==> config.mk <==
export PLATFORM = sky130hd
export DESIGN_NAME = dot_product_stream
export DESIGN_NICKNAME = d
export VERILOG_FILES = /design/src/rtl/dot_product_stream.sv
export SDC_FILE = /design/constraint.sdc
export NUM_CORES = 1
export LEC_CHECK = 0
export BUFFER_PORTS_ARGS = -buffer_cell sky130_fd_sc_hd__clkbuf_2
export CORE_UTILIZATION = 45
export DETAILED_ROUTE_END_ITERATION = 8
export HOLD_SLACK_MARGIN = 0.1
export REMOVE_ABC_BUFFERS = 1
export SYNTH_ARGS = -nofsm -noshare
export SYNTH_HDL_FRONTEND = slang
export SYNTH_HIERARCHICAL = 1
export SYNTH_SLANG_ARGS = --single-unit
==> constraint.sdc <==
create_clock -name clk -period 6.2 [get_ports clk]
set_input_delay 0.62 -clock clk [delete_from_list [all_inputs] [get_ports clk]]
set_output_delay 0.62 -clock clk [all_outputs]
set_load 0.02 [all_outputs]
==> src/rtl/dot_product_stream.sv <==
// dot_product_stream: pipelined multi-beat unsigned dot product over valid/ready streams.
// Define DOT_PRODUCT_STREAM_SAT_EN to saturate the accumulator and report overflow; default wraps.

module dot_product_lane #(
    parameter int DATA_W = 8
) (
    input  logic [DATA_W-1:0]   a,
    input  logic [DATA_W-1:0]   b,
    output logic [2*DATA_W-1:0] p
);
    assign p = {{DATA_W{1'b0}}, a} * {{DATA_W{1'b0}}, b};
endmodule

module dot_product_stream #(
    parameter int DATA_W = 8,
    parameter int LANES  = 4,
    parameter int LEN_W  = 8,
    parameter int ACC_W  = 32
) (
    input  logic                    clk,
    input  logic                    rst_n,
    input  logic                    start,
    input  logic [LEN_W-1:0]        len,
    input  logic                    in_valid,
    output logic                    in_ready,
    input  logic [LANES*DATA_W-1:0] a_vec,
    input  logic [LANES*DATA_W-1:0] b_vec,
    output logic                    out_valid,
    input  logic                    out_ready,
    output logic [ACC_W-1:0]        result,
    output logic                    overflow,
    output logic                    busy
);
    localparam int PROD_W = 2 * DATA_W;
    localparam int TREE_W = PROD_W + $clog2(LANES);
    // Wide enough for the tree sum even when it is wider than the accumulator.
    localparam int SUM_W  = ((ACC_W > TREE_W) ? ACC_W : TREE_W) + 1;

    typedef enum logic [1:0] {IDLE, ACCUM, DRAIN, DONE} state_t;

    state_t                       state_q, state_d;
    logic [LEN_W-1:0]             len_q, len_d;
    logic [LEN_W-1:0]             cnt_q, cnt_d;
    logic [ACC_W-1:0]             acc_q, acc_d;
    logic [LANES-1:0][PROD_W-1:0] lane_p;
    logic [LANES-1:0][PROD_W-1:0] prod_q, prod_d;
    logic                         prod_vld_q, prod_vld_d;
    logic [TREE_W-1:0]            tree_sum;
    logic                         accept;
    logic                         start_acc;

    for (genvar i = 0; i < LANES; i++) begin : g_lane
        dot_product_lane #(.DATA_W(DATA_W)) u_lane (
            .a (a_vec[i*DATA_W +: DATA_W]),
            .b (b_vec[i*DATA_W +: DATA_W]),
            .p (lane_p[i])
        );
    end

    assign accept    = in_valid && (state_q == ACCUM);
    assign start_acc = start && (state_q == IDLE);

    always_comb begin
        state_d = state_q;
        len_d   = len_q;
        cnt_d   = cnt_q;
        case (state_q)
            IDLE: if (start) begin
                len_d   = len;
                cnt_d   = '0;
                state_d = (len == '0) ? DONE : ACCUM;
            end
            ACCUM: if (accept) begin
                if ({1'b0, cnt_q} + (LEN_W+1)'(1) == {1'b0, len_q}) begin
                    cnt_d   = '0;
                    state_d = DRAIN;
                end else begin
                    cnt_d = cnt_q + LEN_W'(1);
                end
            end
            DRAIN: state_d = DONE;
            DONE:  if (out_ready) state_d = IDLE;
            default: state_d = IDLE;
        endcase
    end

    always_comb begin
        prod_vld_d = accept;
        prod_d     = accept ? lane_p : prod_q;
        tree_sum   = '0;
        for (int i = 0; i < LANES; i++) begin
            tree_sum = tree_sum + TREE_W'(prod_q[i]);
        end
    end

`ifdef DOT_PRODUCT_STREAM_SAT_EN
    logic [SUM_W-1:0] acc_sum;
    logic             ovf_q, ovf_d;

    assign acc_sum = SUM_W'(acc_q) + SUM_W'(tree_sum);

    // Once clamped, any further addition re-clamps, so the accumulator stays all-ones.
    always_comb begin
        acc_d = acc_q;
        ovf_d = ovf_q;
        if (start_acc) begin
            acc_d = '0;
            ovf_d = 1'b0;
        end else if (prod_vld_q) begin
            if (acc_sum[SUM_W-1:ACC_W] != '0) begin
                acc_d = '1;
                ovf_d = 1'b1;
            end else begin
                acc_d = acc_sum[ACC_W-1:0];
            end
        end
    end

    always_ff @(posedge clk or negedge rst_n) begin
        if (!rst_n) ovf_q <= 1'b0;
        else        ovf_q <= ovf_d;
    end

    assign overflow = ovf_q;
`else
    logic [ACC_W-1:0] acc_sum;

    assign acc_sum = acc_q + ACC_W'(tree_sum);

    always_comb begin
        acc_d = acc_q;
        if (start_acc)       acc_d = '0;
        else if (prod_vld_q) acc_d = acc_sum;
    end

    assign overflow = 1'b0;
`endif

    always_ff @(posedge clk or negedge rst_n) begin
        if (!rst_n) begin
            state_q    <= IDLE;
            len_q      <= '0;
            cnt_q      <= '0;
            acc_q      <= '0;
            prod_q     <= '0;
            prod_vld_q <= 1'b0;
        end else begin
            state_q    <= state_d;
            len_q      <= len_d;
            cnt_q      <= cnt_d;
            acc_q      <= acc_d;
            prod_q     <= prod_d;
            prod_vld_q <= prod_vld_d;
        end
    end

    assign in_ready  = (state_q == ACCUM);
    assign out_valid = (state_q == DONE);
    assign busy      = (state_q != IDLE);
    assign result    = acc_q;
endmodule

# After elaboration in Yosys (flattened, before gate mapping)
# Index checks and enable logic that the tools add are counted.
[totals]
reg_bits = 115
input_bits = 77
out_inout_bits = 36
word_cells = 49
[op_classes]
add_sub_neg = 6
mul = 4
n_eq_ne = 8
mux = 12
reduce_logical = 10
[ops]
columns = ["operator", "n"]
rows = [
  ["multiplier 8 x 8 -> 16 bit", 4],
  ["two-way mux 32 bit", 2],
  ["adder 32 x 18 -> 32 bit", 1],
  ["two-way mux 8 bit", 3],
  ["adder 17 x 16 -> 18 bit", 1],
  ["adder 18 x 16 -> 18 bit", 1],
  ["adder 16 x 16 -> 17 bit", 1],
  ["case mux 8 bit (2 select lines)", 1],
  ["two-way mux 2 bit", 5],
  ["adder 8 x 1 -> 9 bit, second input constant", 1],
  ["== test 9 x 8 -> 1 bit", 1],
  ["adder 8 x 1 -> 8 bit, second input constant", 1],
  ["logical NOT 8 bit", 1],
  ["case mux 2 bit (4 select lines)", 1],
  ["!= test 2 x 1 -> 1 bit, second input constant", 3],
  ["nonzero test 2 bit", 3],
  ["== test 2 bit, second input constant", 2],
  ["AND reduction 4 bit", 1],
  ["AND reduction 3 bit", 1],
  ["== test 2 x 1 -> 1 bit, second input constant", 1],
  ["logical AND 1 bit", 2],
  ["logical NOT 2 bit", 1],
  ["!= test 2 bit, second input constant", 1],
  ["AND reduction 2 bit", 1],
]

# Logic depth before layout (Yosys ltp)
[logic_depth]
ltp_word = 6
mapped_depth = 17
ltp_nobuf = 17

# Hierarchy
# Netlist, hierarchy kept.
[by_module_without_submodules]
columns = ["mod", "instances", "cells_per_inst", "area_per_inst_um2", "seq_area_each_um2"]
rows = [
  ["dot_product_stream", 1, 790, 7282.0, 2877.8],
  ["dot_product_lane (g_lane[0].u_lane ...)", 3, 243, 2114.5, 0.0],
  ["dot_product_lane (g_lane[3].u_lane)", 1, 243, 2109.5, 0.0],
]

# Worst setup path after synthesis
# Ideal clock, no wire load.
[synth_path]
kind = "input port to flip-flop"
startpoint = "input b_vec[20]"
endpoint = "register prod_q[43] (netlist name)"
setup_ps = 125
t_arrival_ps = 4257
required_ps = 6075
setup_slack_ps = 1819
path_stages = 16
n_path_buf = 0
cell_sequence = "and2_1 > fa_1 > inv_1 > fa_1 > inv_1 > fa_1 > inv_1 > fa_1 > inv_1 > ha_1 > a21o_1 > a21oi_1 > nand2_1 > a31oi_1 > xnor2_1 > mux2_2"
[synth_rtl]
columns = ["item", "line", "source"]
rows = [
  ["start: declaration", "27", "input logic [LANES*DATA_W-1:0] b_vec,"],
  ["end signal: assignment", "152", "prod_q <= prod_d;"],
  ["end: declaration", "46", "logic [LANES-1:0][PROD_W-1:0] prod_q, prod_d;"],
]

# Worst setup path after layout
[layout_path]
startpoint = "register acc_q[9] (netlist: result[9])"
endpoint = "register acc_q[28] (netlist: result[28])"
[layout_via]
elab_chain_len = 3
[layout_lines]
columns = ["item", "line", "source"]
rows = [
  ["start: declaration", "44", "logic [ACC_W-1:0] acc_q, acc_d;"],
  ["start signal: assignment", "144", "acc_q <= '0;"],
  ["start signal: assignment", "151", "acc_q <= acc_d;"],
  ["adder 32 x 18 -> 32 bit", "128", "assign acc_sum = acc_q + ACC_W'(tree_sum);"],
  ["two-way mux 32 bit", "133", "else if (prod_vld_q) acc_d = acc_sum;"],
  ["two-way mux 32 bit", "132", "if (start_acc) acc_d = '0;"],
]
# No other way between the ends. The select of a mux whose other input is x is not followed.
# A chain may end at the register's enable or synchronous reset.

==> flow_summary_export.csv <==
group,metric,value,unit
outcome,status,"completed",
global_route,grt_antenna_before_repair,0,
sta,fmax,0.221,GHz
die,die_x,189,um
logic_synthesis,ys_warn_count,6,
sta,fin_crit,4.52,ns
sta,final_hold_viol_count,0,
logic_synthesis,post-synth-top-count-cell,"inv_1",
global_route,grt.total_usage,20.5,%
setup_path,critPathArrivalTime,4.83,ns
setup_path,worstSetupStartpointType,"register",
setup_path,critPathKind,"register to register",
die,num_io_pins,113,
run,drv_cap,0,
drt,initialDrtViolationCount,461,
global_route,grt_pass1_vias,12100,
logic_synthesis,synthTopCellsByCount,"inv_1 (368), and2_1 (192), fa_1 (191)",
sta,worst_slew_pin_slew,1.07,ns
setup_path,worstSetupStartpoint,"result[9]$_DFFE_PN0P_",
setup_path,r2r-start,"result[9]$_DFFE_PN0P_",
global_route,grt_pass1_wl,59500,um
setup_path,crit_chain,"inv_1 > fa_1 > inv_1 > fa_1 > inv_1 > fa_1 > inv_1 > ha_1 > nand2_1 > nor3_1 > o211ai_1 > a211oi_1 > o211ai_1 > xor2_1 > nor2_1",
drt,route.detailed.drc,0,
logic_synthesis,async_reset_ff_share,100,%
setup_path,worstPathMaxFanout,6,
drt,avgRoutedWirePerCell,14.7,um
placed_design,place_congestion,0.825,
clock_tree,cts_tree,"done",
global_route,top_usage_layer,"met2",
die,rows,68,
drt,firstDrtPassIters,5,
clock_tree,cts_setup_buffers,0,
logic_synthesis,ys_seq_elements,115,
finish,n_fill_cell,3317,
finish,diodes,0,
min_path,hold_path.class,"input pin to async pin",
drt,routed_wl,34300,um
logic_synthesis,syn_area_per_cell,8.93,um2
logic_synthesis,synth_top_cell_by_area,"fa_1",
placed_design,dp_hpwl,28200,um
global_route,use_met1,28.9,%
drt,via_per_inst,5.07,
global_route,use_met2,34.2,%
sta,hold_slack,0.283,ns
clock_tree,cts_buffer_depth,2,
finish,drive_gt1_share,10.6,%
drt,antenna_left,0,
setup_path,cp_common_cell,"inv_1",
finish,multiInputGateArea,11400,um2
clock_tree,hold_buffers,0,
die,coreArea,34500,um2
sta,slew_violations,0,
clock_tree,cts_buffers,17,
logic_synthesis,netlist_top_cells_area,"fa_1 (24%), dfrtp_1 (18%), ha_1 (14%)",
sta,finClkSkew,0.0153,ns
setup_path,crit_family,"adder cells",
die,die-height,189,um
finish,nets,2310,
clock_tree,cts_root_buffer,"clkbuf_16",
finish,synthToLayoutAreaGrowth,10.7,%
logic_synthesis,syn_inst,1762,
setup_path,path_buf_inv,4,
clock_tree,clk_pin_slew,0.06,ns
clock_tree,clk_latency,0.43,ns
sta,setup_viol,0,
setup_path,critPathMaxStageDelay,0.78,ns
logic_synthesis,ys_types,68,
global_route,grt.overflow.total,0,
drt,num_vias,11900,
placed_design,port_buffers,111,
logic_synthesis,synth_top_area_share,24.3,%
finish,register_area,2880,um2
global_route,use_met3,2.50,%
logic_synthesis,synth_edf_count,0,
global_route,grt_max_degree,62,
sta,setup_tns,0,ns
logic_synthesis,yosys_most_used_dff,"dfrtp_1",
setup_path,crit_slowest_cell,"a211oi_1",
logic_synthesis,syn_area,15700,um2
die,start_util,45.7,%
sta,min_period_over_period,73.0,%
logic_synthesis,yosysSeqAreaShare,18.3,%
clock_tree,htree_levels,4,
setup_path,end_kind,"register",
clock_tree,post_cts_resize_count,0,
die,die-area,35700,um2
setup_path,crit_required,6.51,ns
sta,rsz0062_at_grt,"no",
clock_tree,clock-sinks,115,
sta,max-slew-margin-rel,28.6,%
## cells by family after synthesis
kind of cell	Yosys count	share of synthesized area, %
and+or+nand+nor	543	18.0
xor gates and xnor gates	67	3.73
AOI/OAI and AO/OA	244	10.2
muxes	32	2.19
other	1	0.0238
adders and majority gates	364	38.1
DFF	115	18.3
buffers and inverters	396	9.49
## layout make-up
type,instances,share of cell area [%]
clock buffers,20,2.56
clock inverters,12,1.04
inverters,368,7.93
multi-input cells,1251,65.3
flip-flops and latches,115,16.5
well taps,455,3.27
repair buffers,116,3.42
## worst register-to-register path: stages, from the launching register on
cell and delay, ns:
dfrtp_1 0.43, inv_1 0.10, fa_1 0.54, inv_1 0.05, fa_1 0.47, inv_1 0.05
fa_1 0.48, inv_1 0.04, ha_1 0.33, nand2_1 0.11, nor3_1 0.35, o211ai_1 0.26
a211oi_1 0.78, o211ai_1 0.20, xor2_1 0.18, nor2_1 0.06
## layout by cell type, fill, tap and decap left out, types with 17 or more instances in the layout
cell type and n:
mux2_2 20, ha_1 173, xnor2_1 39, clkbuf_16 17, nor2_1 52, o21ai_0 76
inv_1 367, fa_1 191, and3_1 18, dfrtp_1 115, a21oi_1 44, clkbuf_2 110
o21a_1 19, and2_1 192, xor2_1 28, nand2_1 190, nand3_1 21
## through the flow
| step | setup slack [ns] | instances | util, % | area (um2) |
|---|---|---|---|---|
| 2_1_floorplan | 1.78 | 1734 | - | 15600 |
| 6_report | 1.68 | 2337 | 50.5 | 17400 |
| 3_5_place_dp | 1.45 | 2305 | 48.7 | 16800 |
| 3_3_place_gp | 1.46 | 2305 | 48.7 | 16800 |
| 5_1_grt | 1.46 | 2337 | 50.5 | 17400 |
| 4_1_cts | 1.66 | 2337 | 50.5 | 17400 |
## state kept, by name, indices dropped and copies added, names as in the netlist
name / count
state_q: 2
result: 32
prod_vld_q: 1
cnt_q: 8
len_q: 8
prod_q: 64
## routing by layer
metal	wire length [um]	up-vias	part of all wire [%]
li1	-	5809	-
met1	16500	5867	48
met2	16500	158	48
met3	934	25	2.7
met4	297	0	0.87
met5	0	-	0
## final timing paths
path,endpoint,slack (ns),cells after the start
max in group asynchronous,prod_q[41]$_DFFE_PN0P_,4.67,2
min,len_q[1]$_DFFE_PN0P_,0.28,1
max reg2reg,result[28]$_DFFE_PN0P_,1.68,15
max,result[28]$_DFFE_PN0P_,1.68,15
min reg2reg,len_q[5]$_DFFE_PN0P_,0.50,2
min in group clk,len_q[2]$_DFFE_PN0P_,0.41,3
Power is left out: the tool's default activity adds up to more than one toggle a clock period on the data nets, which glitch-free logic cannot reach.
